$ cat config.mk
export PLATFORM = sky130hd
export DESIGN_NAME = data_buffer_flat
export DESIGN_NICKNAME = d
export VERILOG_FILES = /design/src/rtl/data_buffer_if.sv /design/src/rtl/data_buffer.sv /design/src/flat_wrapper.sv
export SDC_FILE = /design/constraint.sdc
export NUM_CORES = 1
export LEC_CHECK = 0
export ABC_AREA = 0
export BUFFER_PORTS_ARGS = -buffer_cell sky130_fd_sc_hd__clkbuf_2
export CAP_MARGIN = 40
export CORE_MARGIN = 4
export CORE_UTILIZATION = 47
export DETAILED_ROUTE_END_ITERATION = 8
export GPL_ROUTABILITY_DRIVEN = 1
export HOLD_SLACK_MARGIN = 0.02
export MAX_ROUTING_LAYER = met4
export PLACE_DENSITY = 0.76
export SLEW_MARGIN = 20
export SYNTH_ARGS = -nofsm -noshare
export SYNTH_HDL_FRONTEND = slang
export SYNTH_SLANG_ARGS = --single-unit
$ cat constraint.sdc
create_clock -name clk_in -period 1.6 [get_ports clk_in]
set_input_delay 0.24 -clock clk_in [delete_from_list [all_inputs] [get_ports clk_in]]
set_output_delay 0.24 -clock clk_in [all_outputs]
set_load 0.05 [all_outputs]
$ cat src/rtl/data_buffer_if.sv
// Bus between the controller/data cache and the data_buffer operand collector.
// The slave modport is the buffer side, the master modport is the driver side.
interface data_buffer_if #(
  parameter int unsigned WORD_WIDTH = 16,
  parameter int unsigned NUM_FMAS   = 4
);
  logic                           load_start_in;
  logic [1:0]                     load_sel_in;
  logic                           cache_valid_in;
  logic [WORD_WIDTH-1:0]          cache_word_in;
  logic                           buffer_ready_out;
  logic                           issue_in;
  logic                           fma_valid_out;
  logic [NUM_FMAS*WORD_WIDTH-1:0] fma_a_out;
  logic [NUM_FMAS*WORD_WIDTH-1:0] fma_b_out;
  logic [NUM_FMAS*WORD_WIDTH-1:0] fma_c_out;
  logic                           busy_out;

  modport slave (
    input  load_start_in, load_sel_in, cache_valid_in, cache_word_in, issue_in,
    output buffer_ready_out, fma_valid_out, fma_a_out, fma_b_out, fma_c_out, busy_out
  );

  modport master (
    output load_start_in, load_sel_in, cache_valid_in, cache_word_in, issue_in,
    input  buffer_ready_out, fma_valid_out, fma_a_out, fma_b_out, fma_c_out, busy_out
  );
endinterface

$ cat src/rtl/data_buffer.sv
// data_buffer: collects NUM_FMAS cache words into operand bank A, B or C and issues all
// three banks to the FMA array on command.
// Optional feature macro: DATA_BUFFER_AUTO_ISSUE_EN -- a fill that completes bank C
// issues automatically on the cycle after the ready pulse.
module data_buffer #(
  parameter int unsigned WORD_WIDTH = 16,
  parameter int unsigned NUM_FMAS   = 4
) (
  input logic          clk_in,
  input logic          rst_in,
  data_buffer_if.slave bus
);

  localparam int unsigned CntW = (NUM_FMAS > 1) ? $clog2(NUM_FMAS) : 1;
  localparam logic [CntW-1:0] LastLane = CntW'(NUM_FMAS - 1);
  localparam logic [1:0] SelC = 2'd2;

  typedef enum logic [1:0] {StIdle, StFill, StDone, StIssue} state_e;

  state_e                state_q, state_d;
  logic [1:0]            sel_q;
  logic [CntW-1:0]       cnt_q;
  logic [WORD_WIDTH-1:0] bank_q [3][NUM_FMAS];

  logic fill_wr;
  logic last_word;
  logic start_fill;

  assign fill_wr    = (state_q == StFill) && bus.cache_valid_in;
  assign last_word  = fill_wr && (cnt_q == LastLane);
  assign start_fill = (state_q == StIdle) && (state_d == StFill);

  // Next-state decode and state-derived pulse outputs.
  always_comb begin
    state_d              = state_q;
    bus.buffer_ready_out = 1'b0;
    bus.fma_valid_out    = 1'b0;
    bus.busy_out         = (state_q != StIdle);
    unique case (state_q)
      StIdle: begin
        // Issue has priority over a simultaneous load request.
        if (bus.issue_in) begin
          state_d = StIssue;
        end else if (bus.load_start_in && (bus.load_sel_in != 2'd3)) begin
          state_d = StFill;
        end
      end
      StFill: begin
        if (last_word) state_d = StFill == StFill ? StDone : StFill;
      end
      StDone: begin
        bus.buffer_ready_out = 1'b1;
`ifdef DATA_BUFFER_AUTO_ISSUE_EN
        state_d = (sel_q == SelC) ? StIssue : StIdle;
`else
        state_d = StIdle;
`endif
      end
      StIssue: begin
        bus.fma_valid_out = 1'b1;
        state_d           = StIdle;
      end
      default: state_d = StIdle;
    endcase
  end

  // State register.
  always_ff @(posedge clk_in) begin
    if (rst_in) state_q <= StIdle;
    else        state_q <= state_d;
  end

  // Bank select latch and lane counter; counter holds on the last lane instead of wrapping.
  always_ff @(posedge clk_in) begin
    if (rst_in) begin
      sel_q <= 2'd0;
      cnt_q <= '0;
    end else if (start_fill) begin
      sel_q <= bus.load_sel_in;
      cnt_q <= '0;
    end else if (fill_wr && !last_word) begin
      cnt_q <= cnt_q + 1'b1;
    end
  end

  // Operand banks; only the selected bank's current lane is written during a fill.
  always_ff @(posedge clk_in) begin
    if (rst_in) begin
      for (int b = 0; b < 3; b++) begin
        for (int k = 0; k < NUM_FMAS; k++) begin
          bank_q[b][k] <= '0;
        end
      end
    end else if (fill_wr) begin
      bank_q[sel_q][cnt_q] <= bus.cache_word_in;
    end
  end

  // Banks drive the FMA operand buses directly; consumers qualify with fma_valid_out.
  for (genvar k = 0; k < NUM_FMAS; k++) begin : g_lane
    assign bus.fma_a_out[k*WORD_WIDTH +: WORD_WIDTH] = bank_q[0][k];
    assign bus.fma_b_out[k*WORD_WIDTH +: WORD_WIDTH] = bank_q[1][k];
    assign bus.fma_c_out[k*WORD_WIDTH +: WORD_WIDTH] = bank_q[2][k];
  end

endmodule

$ cat src/flat_wrapper.sv
// flat-port wrapper written by rule: the top's interface ports become plain ports
module data_buffer_flat 
#(
  parameter int unsigned WORD_WIDTH = 16,
  parameter int unsigned NUM_FMAS   = 4
)
  (clk_in, rst_in, bus_load_start_in, bus_load_sel_in, bus_cache_valid_in, bus_cache_word_in, bus_issue_in, bus_buffer_ready_out, bus_fma_valid_out, bus_fma_a_out, bus_fma_b_out, bus_fma_c_out, bus_busy_out);
  data_buffer_if #(.WORD_WIDTH(WORD_WIDTH), .NUM_FMAS(NUM_FMAS)) bus_i ();
  input logic clk_in;
  input logic rst_in;
  input wire logic [$bits(bus_i.load_start_in)-1:0] bus_load_start_in;
  input wire logic [$bits(bus_i.load_sel_in)-1:0] bus_load_sel_in;
  input wire logic [$bits(bus_i.cache_valid_in)-1:0] bus_cache_valid_in;
  input wire logic [$bits(bus_i.cache_word_in)-1:0] bus_cache_word_in;
  input wire logic [$bits(bus_i.issue_in)-1:0] bus_issue_in;
  output wire logic [$bits(bus_i.buffer_ready_out)-1:0] bus_buffer_ready_out;
  output wire logic [$bits(bus_i.fma_valid_out)-1:0] bus_fma_valid_out;
  output wire logic [$bits(bus_i.fma_a_out)-1:0] bus_fma_a_out;
  output wire logic [$bits(bus_i.fma_b_out)-1:0] bus_fma_b_out;
  output wire logic [$bits(bus_i.fma_c_out)-1:0] bus_fma_c_out;
  output wire logic [$bits(bus_i.busy_out)-1:0] bus_busy_out;
  assign bus_i.load_start_in = bus_load_start_in;
  assign bus_i.load_sel_in = bus_load_sel_in;
  assign bus_i.cache_valid_in = bus_cache_valid_in;
  assign bus_i.cache_word_in = bus_cache_word_in;
  assign bus_i.issue_in = bus_issue_in;
  assign bus_buffer_ready_out = bus_i.buffer_ready_out;
  assign bus_fma_valid_out = bus_i.fma_valid_out;
  assign bus_fma_a_out = bus_i.fma_a_out;
  assign bus_fma_b_out = bus_i.fma_b_out;
  assign bus_fma_c_out = bus_i.fma_c_out;
  assign bus_busy_out = bus_i.busy_out;
  data_buffer #(.WORD_WIDTH(WORD_WIDTH), .NUM_FMAS(NUM_FMAS)) u_core (.clk_in(clk_in), .rst_in(rst_in), .bus(bus_i));
endmodule
Word-level counts from Yosys, hierarchy flattened
Memory sizes are Yosys's and may differ from the RTL's.
Index checks and enable logic that the tools add are counted.
- shifts and indexed selects: 0
- multiply operators: 0
- bitwise operators: 1
- reductions and logical operators: 12
- div/mod/pow operators: 0
- add/sub/neg operators: 1
- magnitude comparators: 2
- mux-type cells: 16
- eq/ne operators: 6
- operators by type and width (kind ; number):
    two-way mux 64 bit ; 3
    OR reduction 64 bit ; 1
    demux 16 bit (select 2 bit) ; 1
    two-way mux 16 bit ; 1
    two-way mux 2 bit ; 4
    equality test 2 bit (second input constant) ; 3
    logical AND 1 bit ; 6
    two-way mux 1 bit ; 6
    one-hot mux 2 bit (3 select lines) ; 1
    equality test 2 x 1 -> 1 bit (second input constant) ; 2
    OR reduction 2 bit ; 2
    greater-or-equal comparator 3 bit (second input constant) ; 1
    < comparator 3 x 1 -> 1 bit (second input constant) ; 1
    inverter 2 -> 3 bit ; 1
    adder 2 x 1 -> 2 bit (second input constant) ; 1
    zero test 2 bit ; 1
    != test 2 bit (second input constant) ; 1
    nonzero test 2 bit ; 1
    zero test 1 bit ; 1
- RAM bits: 192
- output and inout port bits: 195
- bits in read-only memories: 0
- logic and storage cells: 42
- memories: 1
- bits in latches: 0
- register bits after elaboration: 6
- memories (memory ; words ; bits a word ; read ports ; clocked after Yosys merged registers in ; wr ports ; line ; text):
    u_core.bank_q ; 3 ; 64 ; 3 ; 0 ; 3 ; data_buffer.sv:23 ; logic [WORD_WIDTH-1:0] bank_q [3][NUM_FMAS];

Depth between registers and ports, before layout
Gate-level depths: netlist (run 1).
- depth in word-level cells: 8
- mapped depth: 6
- mapped depth without buffers: 5

Least setup slack after synthesis (run 1)
Ideal clock, no wire load.
- path kind: register to register
- start: register u_core.cnt_q[0]
- end: memory u_core.bank_q[1][0] in the netlist's numbering (enable)
- cell stages (with the launch flop): 5
- period minus slack after synthesis: 1.737 ns
- data arrival time: 1.403 ns
- setup time: 0.334 ns
- slack: -0.137 ns
- buffers on the path: 0
- path through: dfxtp_1 -> ha_1 -> nand3_4 -> nor4_4 -> or2_2
- RTL lines (what ; line ; text):
    start: declaration ; data_buffer.sv:22 ; logic [CntW-1:0] cnt_q;
    start signal: assignment ; data_buffer.sv:82 ; cnt_q <= cnt_q + 1'b1;
    end: declaration ; data_buffer.sv:23 ;

==> flow_summary.toml, run 1 <==
[run_status]
status = "finished, violations left"
violations = "negative setup slack"

[floorplanning]
die-width_um = 135.2
dieArea_um2 = 18290
core_um2 = 15890
io_pins = 218
fp.dieH_um = 135.2
placementRows = 46
start_util_pct = 47.90

[power_and_ir_drop]
p_sw_share_pct = 25.40
vdd_ir_drop_max_mv = 0.7314
seqPwrFrac_pct = 50.5
leakage_uw = 0.004304
cellPowerDensity_nw_per_um2 = 1166
intPower_uw = 8809
comb_power_share_pct = 12.4
pwr-share-clk_pct = 37.1
p_sw_uw = 2999

[layout]
final_cells = 932
synthToLayoutAreaGrowth_pct = 33.05
n_antenna_cell = 0
fin_nets = 730
drive_gt1_share_pct = 51.26

[global_routing]
grt_pass1_wl_um = 27570
track_usage_pct = 21.37
grt_max_degree = 17
grt_overflow_total = 0
grt_pass1_vias = 4708
antenna_found_initial = 0

[synthesis]
yosysSeqAreaShare_pct = 77.34
synth_area_leaders = "edfxtp_1, and2_1, and2_2, dfxtp_1, nor3_4"
synth-main-ff-cell = "edfxtp_1"
synth_seq_cells = 198
syn_area_um2 = 7610
syn_inst = 434
yosys_warnings = 0
synth_top_cell_area_share_pct = 75.76
synth_top_cell_by_area = "edfxtp_1"
avgSynthCellArea_um2 = 17.53
async_reset_ff_share_pct = 0
synth_edf_count = 192
ys_types = 33
synth_common_cells = "edfxtp_1, and2_1, and2_2"
syn_nets = 461
yosysMostFrequentCell = "edfxtp_1"

[clock_network]
insertion_delay_ps = 430
clockBufferDepth = 2
cts_tree = "built"
cts_max_level = 4
ctsHoldBuffers = 0
cts_made_buffers = 17
cts_num_sinks = 198
clk_pin_slew_ps = 70
root_buffer = "clkbuf_16"

[place]
dpl.cell_count = 880
routabilityCongestion = 0.8216
dpl.hpwl_um = 12740
io_buffer_count = 217
dp_slack_ps = -166.2

[critical_path]
critPathLaunchType = "flop"
worstPathRequired_ps = 1730
cp_slowest_stage_delay_ps = 400
critPathKind = "flop to flop"
worstPathMaxFanout = 8
crit_buf_inv = 1
cp-end-kind = "flop"
crit_chain = "ha_4 > nand3_4 > nor4_4 > buf_4 > or2_4"
slowest_stage = "dfxtp_4"
cpLargestDelayFamily = "simple AND/OR/NAND/NOR gates"
cp.arrival_ps = 1730

[timing]
drv_slew = 0
worst_slack_ps = -4.795
hold_viol = 0
skew_ps = 9.114
fmax_ghz = 0.6231
rsz0062_at_grt = "true"
setup_violations = 9
slew_headroom_pct = 66.67
worstMarginPinSlew_ps = 496.1
fin_crit_sh_pct = 100.3
fin_crit_ps = 1605

[route]
wl_per_cell_um = 20.35
dr.pass1.iters = 4
via_count = 4586
drt_iter0_drc = 342
drc = 0
finalWirelength_um = 18960
detail-route-antenna-nets = 0
routed_via_density = 4.921

[min_path]
min_path_type = "primary input to flop"

[flow_run]
maxCapViolCount = 0
==> sequential cells by signal, indices dropped and copies added (netlist names) <==
name and cells:
u_core.bank_q 192, u_core.sel_q 2, u_core.state_q 2, u_core.cnt_q 2
==> what timing repair did <==
item                                    CTS  global route
gates cloned                              5             1
endpoints found under the setup margin  221           183
pin swaps                                14             7
resized for setup                        34            18
setup buffers                             7             7
==> power groups by stage <==
| stage | Combinational (uW) | Clock (uW) | Sequential (uW) |
|---|---|---|---|
| after floorplan | 236 | 0 | 6780 |
| after global placement | 1380 | 0 | 6070 |
| after detailed placement | 1400 | 0 | 6080 |
| after CTS | 1450 | 4410 | 5960 |
| after global routing | 1530 | 4630 | 5980 |
| final | 1470 | 4380 | 5960 |
==> path summary, 6_finish.rpt <==
check,slack [ps],cells past startpoint,to,from
worst max register to register,-5,5,u_core.bank_q[1][6],u_core.cnt_q[1]
worst max-delay path,-5,5,u_core.bank_q[1][6],u_core.cnt_q[1]
worst min-delay path,60,3,u_core.sel_q[0],bus_load_sel_in[0]
worst min register to register,600,2,u_core.cnt_q[1],u_core.cnt_q[1]
==> layout by cell type, fill, tap and decap left out, types with 3 or more instances in the layout <==
cell       instances
nor3_4             7
clkbuf_1           5
nand2b_1           3
a21o_1             4
and2_1           128
and2_4            16
edfxtp_1         192
a21o_2             3
nor3_1             3
buf_12            11
bufinv_16          3
dfxtp_4            3
clkbuf_2         214
and2_2            18
or2_4             10
nor4_4             3
clkbuf_8           4
ha_4               4
buf_4             28
clkbuf_16         17
nor2_1             4
==> final cells by class <==
class | instances | area [um^2]
multi-input combinational | 224 | 1768
sequential | 198 | 5899
clock inverter | 7 | 120.1
fill | 1164 | 5761
timing repair buffer | 259 | 1565
tap | 216 | 270.3
clock buffer | 25 | 485.5
inverter | 3 | 16.27
==> per-stage QoR <==
step | TNS [ps] | hold slack, ps | utilization [%] | instance area [um^2] | power (uW)
after floorplan | 0 | 387.5 | - | 7647 | 7017
after global placement | -4258 | 497.5 | 57.77 | 9176 | 7445
after detailed placement | -15340 | 509.9 | 57.77 | 9176 | 7473
after CTS | -478.3 | 54.35 | 63.00 | 10010 | 11830
after global routing | -1679 | 57.94 | 63.74 | 10120 | 12130
final | -20.97 | 58.35 | 63.74 | 10120 | 11810
==> layer usage <==
| layer | vias up | part of all wire, % | GRT usage [%] |
|---|---|---|---|
| li1 | 2091 | - | - |
| met5 | - | 0 | - |
| met1 | 2292 | 41 | 26.23 |
| met3 | 24 | 6.0 | 5.126 |
| met2 | 179 | 52 | 35.95 |
| met4 | 0 | 1.6 | 5.543 |
==> tightest hold or removal path: cells and delay by family <==
family	cells	cell delay [ps]
and+or+nand+nor	1	60
buffers and inverters	1	90
AOI/OAI and AO/OA	1	50
==> cell families (layout without fill, tap and decap cells) <==
group,after synthesis,after routing,synth area share (%)
buffers and inverters,17,294,1.825
AO/OA/AOI/OAI,14,14,1.414
adder cells (fa/ha/maj),4,4,0.6577
flip-flops,198,198,77.34
XOR/XNOR,1,1,0.1151
multiplexers,1,1,0.1315
AND/OR/NAND/NOR,199,204,18.51
Power figures use the tool's default switching activity.
==> inputs of run 2 (changes only) <==
--- a/config.mk
+++ b/config.mk
@@ -9,12 +9,12 @@
 export BUFFER_PORTS_ARGS = -buffer_cell sky130_fd_sc_hd__clkbuf_2
 export CAP_MARGIN = 40
 export CORE_MARGIN = 4
-export CORE_UTILIZATION = 47
+export CORE_UTILIZATION = 45
 export DETAILED_ROUTE_END_ITERATION = 8
 export GPL_ROUTABILITY_DRIVEN = 1
 export HOLD_SLACK_MARGIN = 0.02
 export MAX_ROUTING_LAYER = met4
-export PLACE_DENSITY = 0.76
+export PLACE_DENSITY = 0.73
 export SLEW_MARGIN = 20
 export SYNTH_ARGS = -nofsm -noshare
 export SYNTH_HDL_FRONTEND = slang
==> flow_summary.toml, run 2 (synthesis results as in run 1) <==
[floorplanning]
fp.dieH_um = 138.0
dieArea_um2 = 19060
placementRows = 47
io_pins = 218
start_util_pct = 45.89
die-width_um = 138.0
core_um2 = 16580

[layout]
drive_gt1_share_pct = 51.20
final_common_cell = "clkbuf_2"
synthToLayoutAreaGrowth_pct = 33.03
fin_nets = 725
fin_util_pct = 61.05
regMostFlops = "u_core.bank_q"
largest_register_ff_count = 192
final_cell_mix = "clkbuf_2, edfxtp_1, and2_1"
nFillCells = 1259
n_antenna_cell = 0
final_cells = 931
multi_input_area_um2 = 1775
register_area_um2 = 5898

[route]
routed_via_density = 4.981
finalWirelength_um = 19260
dr.pass1.iters = 5
drt_iter0_drc = 352
wl_per_cell_um = 20.69
detail-route-antenna-nets = 0
via_count = 4637
drc = 0

[timing]
fin_crit_sh_pct = 99.12
setup_violations = 0
skew_ps = 10.10
rsz0062_at_grt = "true"
worstMarginPinSlew_ps = 338.3
slew_headroom_pct = 77.45
fin_crit_ps = 1586
fmax_ghz = 0.6306
drv_slew = 0
hold_viol = 0

[critical_path]
cp.arrival_ps = 1710
worstPathMaxFanout = 8
crit_chain = "buf_4 > buf_4 > nand3_4 > nor4_4 > or2_4"
critPathKind = "flop to flop"
critPathLaunchType = "flop"
cp_common_cell = "buf_4"
slowest_stage = "dfxtp_4"
rrSetupSlack_ps = 10
worstPathRequired_ps = 1720
cp_slowest_stage_delay_ps = 370
reg2reg_from = "u_core.state_q[0]"
crit_buf_inv = 2
r2r_cells = 5
cpLargestDelayFamily = "simple AND/OR/NAND/NOR gates"
cp-end-kind = "flop"
rr_endpoint = "u_core.bank_q[1][2]"

[min_path]
min_to = "u_core.sel_q[0]"
holdCritStartpoint = "bus_load_sel_in[0]"
min_path_type = "primary input to flop"
hold_depth = 3

[clock_network]
root_buffer = "clkbuf_16"
clockBufferDepth = 2
insertion_delay_ps = 420
cts_max_level = 4
clk_pin_slew_ps = 70
ctsHoldBuffers = 0
cts_num_sinks = 198
cts_tree = "built"
cts_made_buffers = 17

[power_and_ir_drop]
leakage_uw = 0.004282
cellPowerDensity_nw_per_um2 = 1151
pwr-share-clk_pct = 36.1
p_sw_share_pct = 26.73
intPower_uw = 8537
vdd_ir_drop_max_mv = 0.6832
p_sw_uw = 3115
comb_power_share_pct = 12.8
seqPwrFrac_pct = 51.1

[global_routing]
globalRouteMet1Util_pct = 26.43
grt_pass1_wl_um = 28960
antenna_found_initial = 0
top_usage_layer = "met2"
track_usage_pct = 20.64
grt_util_met2_pct = 32.79
grt_overflow_total = 0
grt_max_degree = 25
grtUsageMet3_pct = 4.938
grt_pass1_vias = 4842

[place]
dpl.hpwl_um = 12740
dpl.cell_count = 879
io_buffer_count = 217
routabilityCongestion = 0.7701

[flow_run]
maxCapViolCount = 0

[run_status]
status = "complete, no violations"
-- run 2: cell types whose count changed in the layout (fill, tap and decap cells not counted), moves of 3 or more --
cell        before  now
buf_12          11   14
clkinvlp_4       1    5
buf_6            2    5
clkbuf_1         5    1
buf_4           28   18
-- run 2: worst max-delay path by stage --
stage / start / endpoint / slack [ps] / cells after the start
2_1_floorplan: u_core.state_q[1] / u_core.bank_q[1][16] / 2 / 4
4_1_cts: u_core.state_q[0] / bus_busy_out / -100 / 3
5_1_grt: u_core.state_q[0] / u_core.bank_q[1][2] / -30 / 5
3_3_place_gp: u_core.cnt_q[0] / u_core.bank_q[2][12] / -70 / 5
3_5_place_dp: u_core.state_q[0] / u_core.bank_q[2][26] / -150 / 3
6_report: u_core.state_q[0] / u_core.bank_q[1][2] / 10 / 5
-- run 2: cell type report --
| class | count | share of cell area, % |
|---|---|---|
| Multi-Input combinational cell | 224 | 17.54 |
| Tap cell | 220 | 2.719 |
| Clock inverter | 14 | 1.471 |
| Timing Repair Buffer | 254 | 15.66 |
| Sequential cell | 198 | 58.26 |
| Inverter | 3 | 0.1112 |
| Clock buffer | 18 | 4.239 |
-- run 2: layer usage --
metal / up-vias / wire length (um)
met5: - / 0
met4: 0 / 365
met3: 24 / 1117
met2: 199 / 9325
met1: 2335 / 8453
li1: 2079 / -
-- run 2: power by group through the flow --
stage | Clock [uW] | Combinational (uW) | Sequential, uW
final | 4210 | 1490 | 5960
after global routing | 4490 | 1540 | 5980
after CTS | 4250 | 1450 | 5960
after detailed placement | 0 | 1400 | 6080
after global placement | 0 | 1380 | 6070
after floorplan | 0 | 236 | 6780
-- run 2: timing repair --
item	in CTS	in global routing
buffers inserted	8	7
pin swaps	12	14
cloned	4	1
endpoints found under the setup margin	215	196
resized for setup	35	19
-- run 2: worst reg2reg max path: cells and delay by family, from the launching register on --
family	cells	cell delay (ps)
flip-flops	1	370
AND/OR/NAND/NOR	3	690
buffers and inverters	2	210
-- run 2: per-stage QoR --
| stage | TNS, ps | setup WS, ps | total power, uW | instance area [um^2] | hold WS (ps) |
|---|---|---|---|---|---|
| 6_report | 0 | 14.14 | 11650 | 10120 | 62.41 |
| 5_1_grt | -757.7 | -33.58 | 12010 | 10120 | 68.85 |
| 4_1_cts | -102.8 | -102.7 | 11670 | 9996 | 42.83 |
| 3_5_place_dp | -9870 | -145.5 | 7473 | 9169 | 505.3 |
| 3_3_place_gp | -2975 | -67.47 | 7451 | 9169 | 501.3 |
| 2_1_floorplan | 0 | 1.978 | 7017 | 7647 | 387.5 |
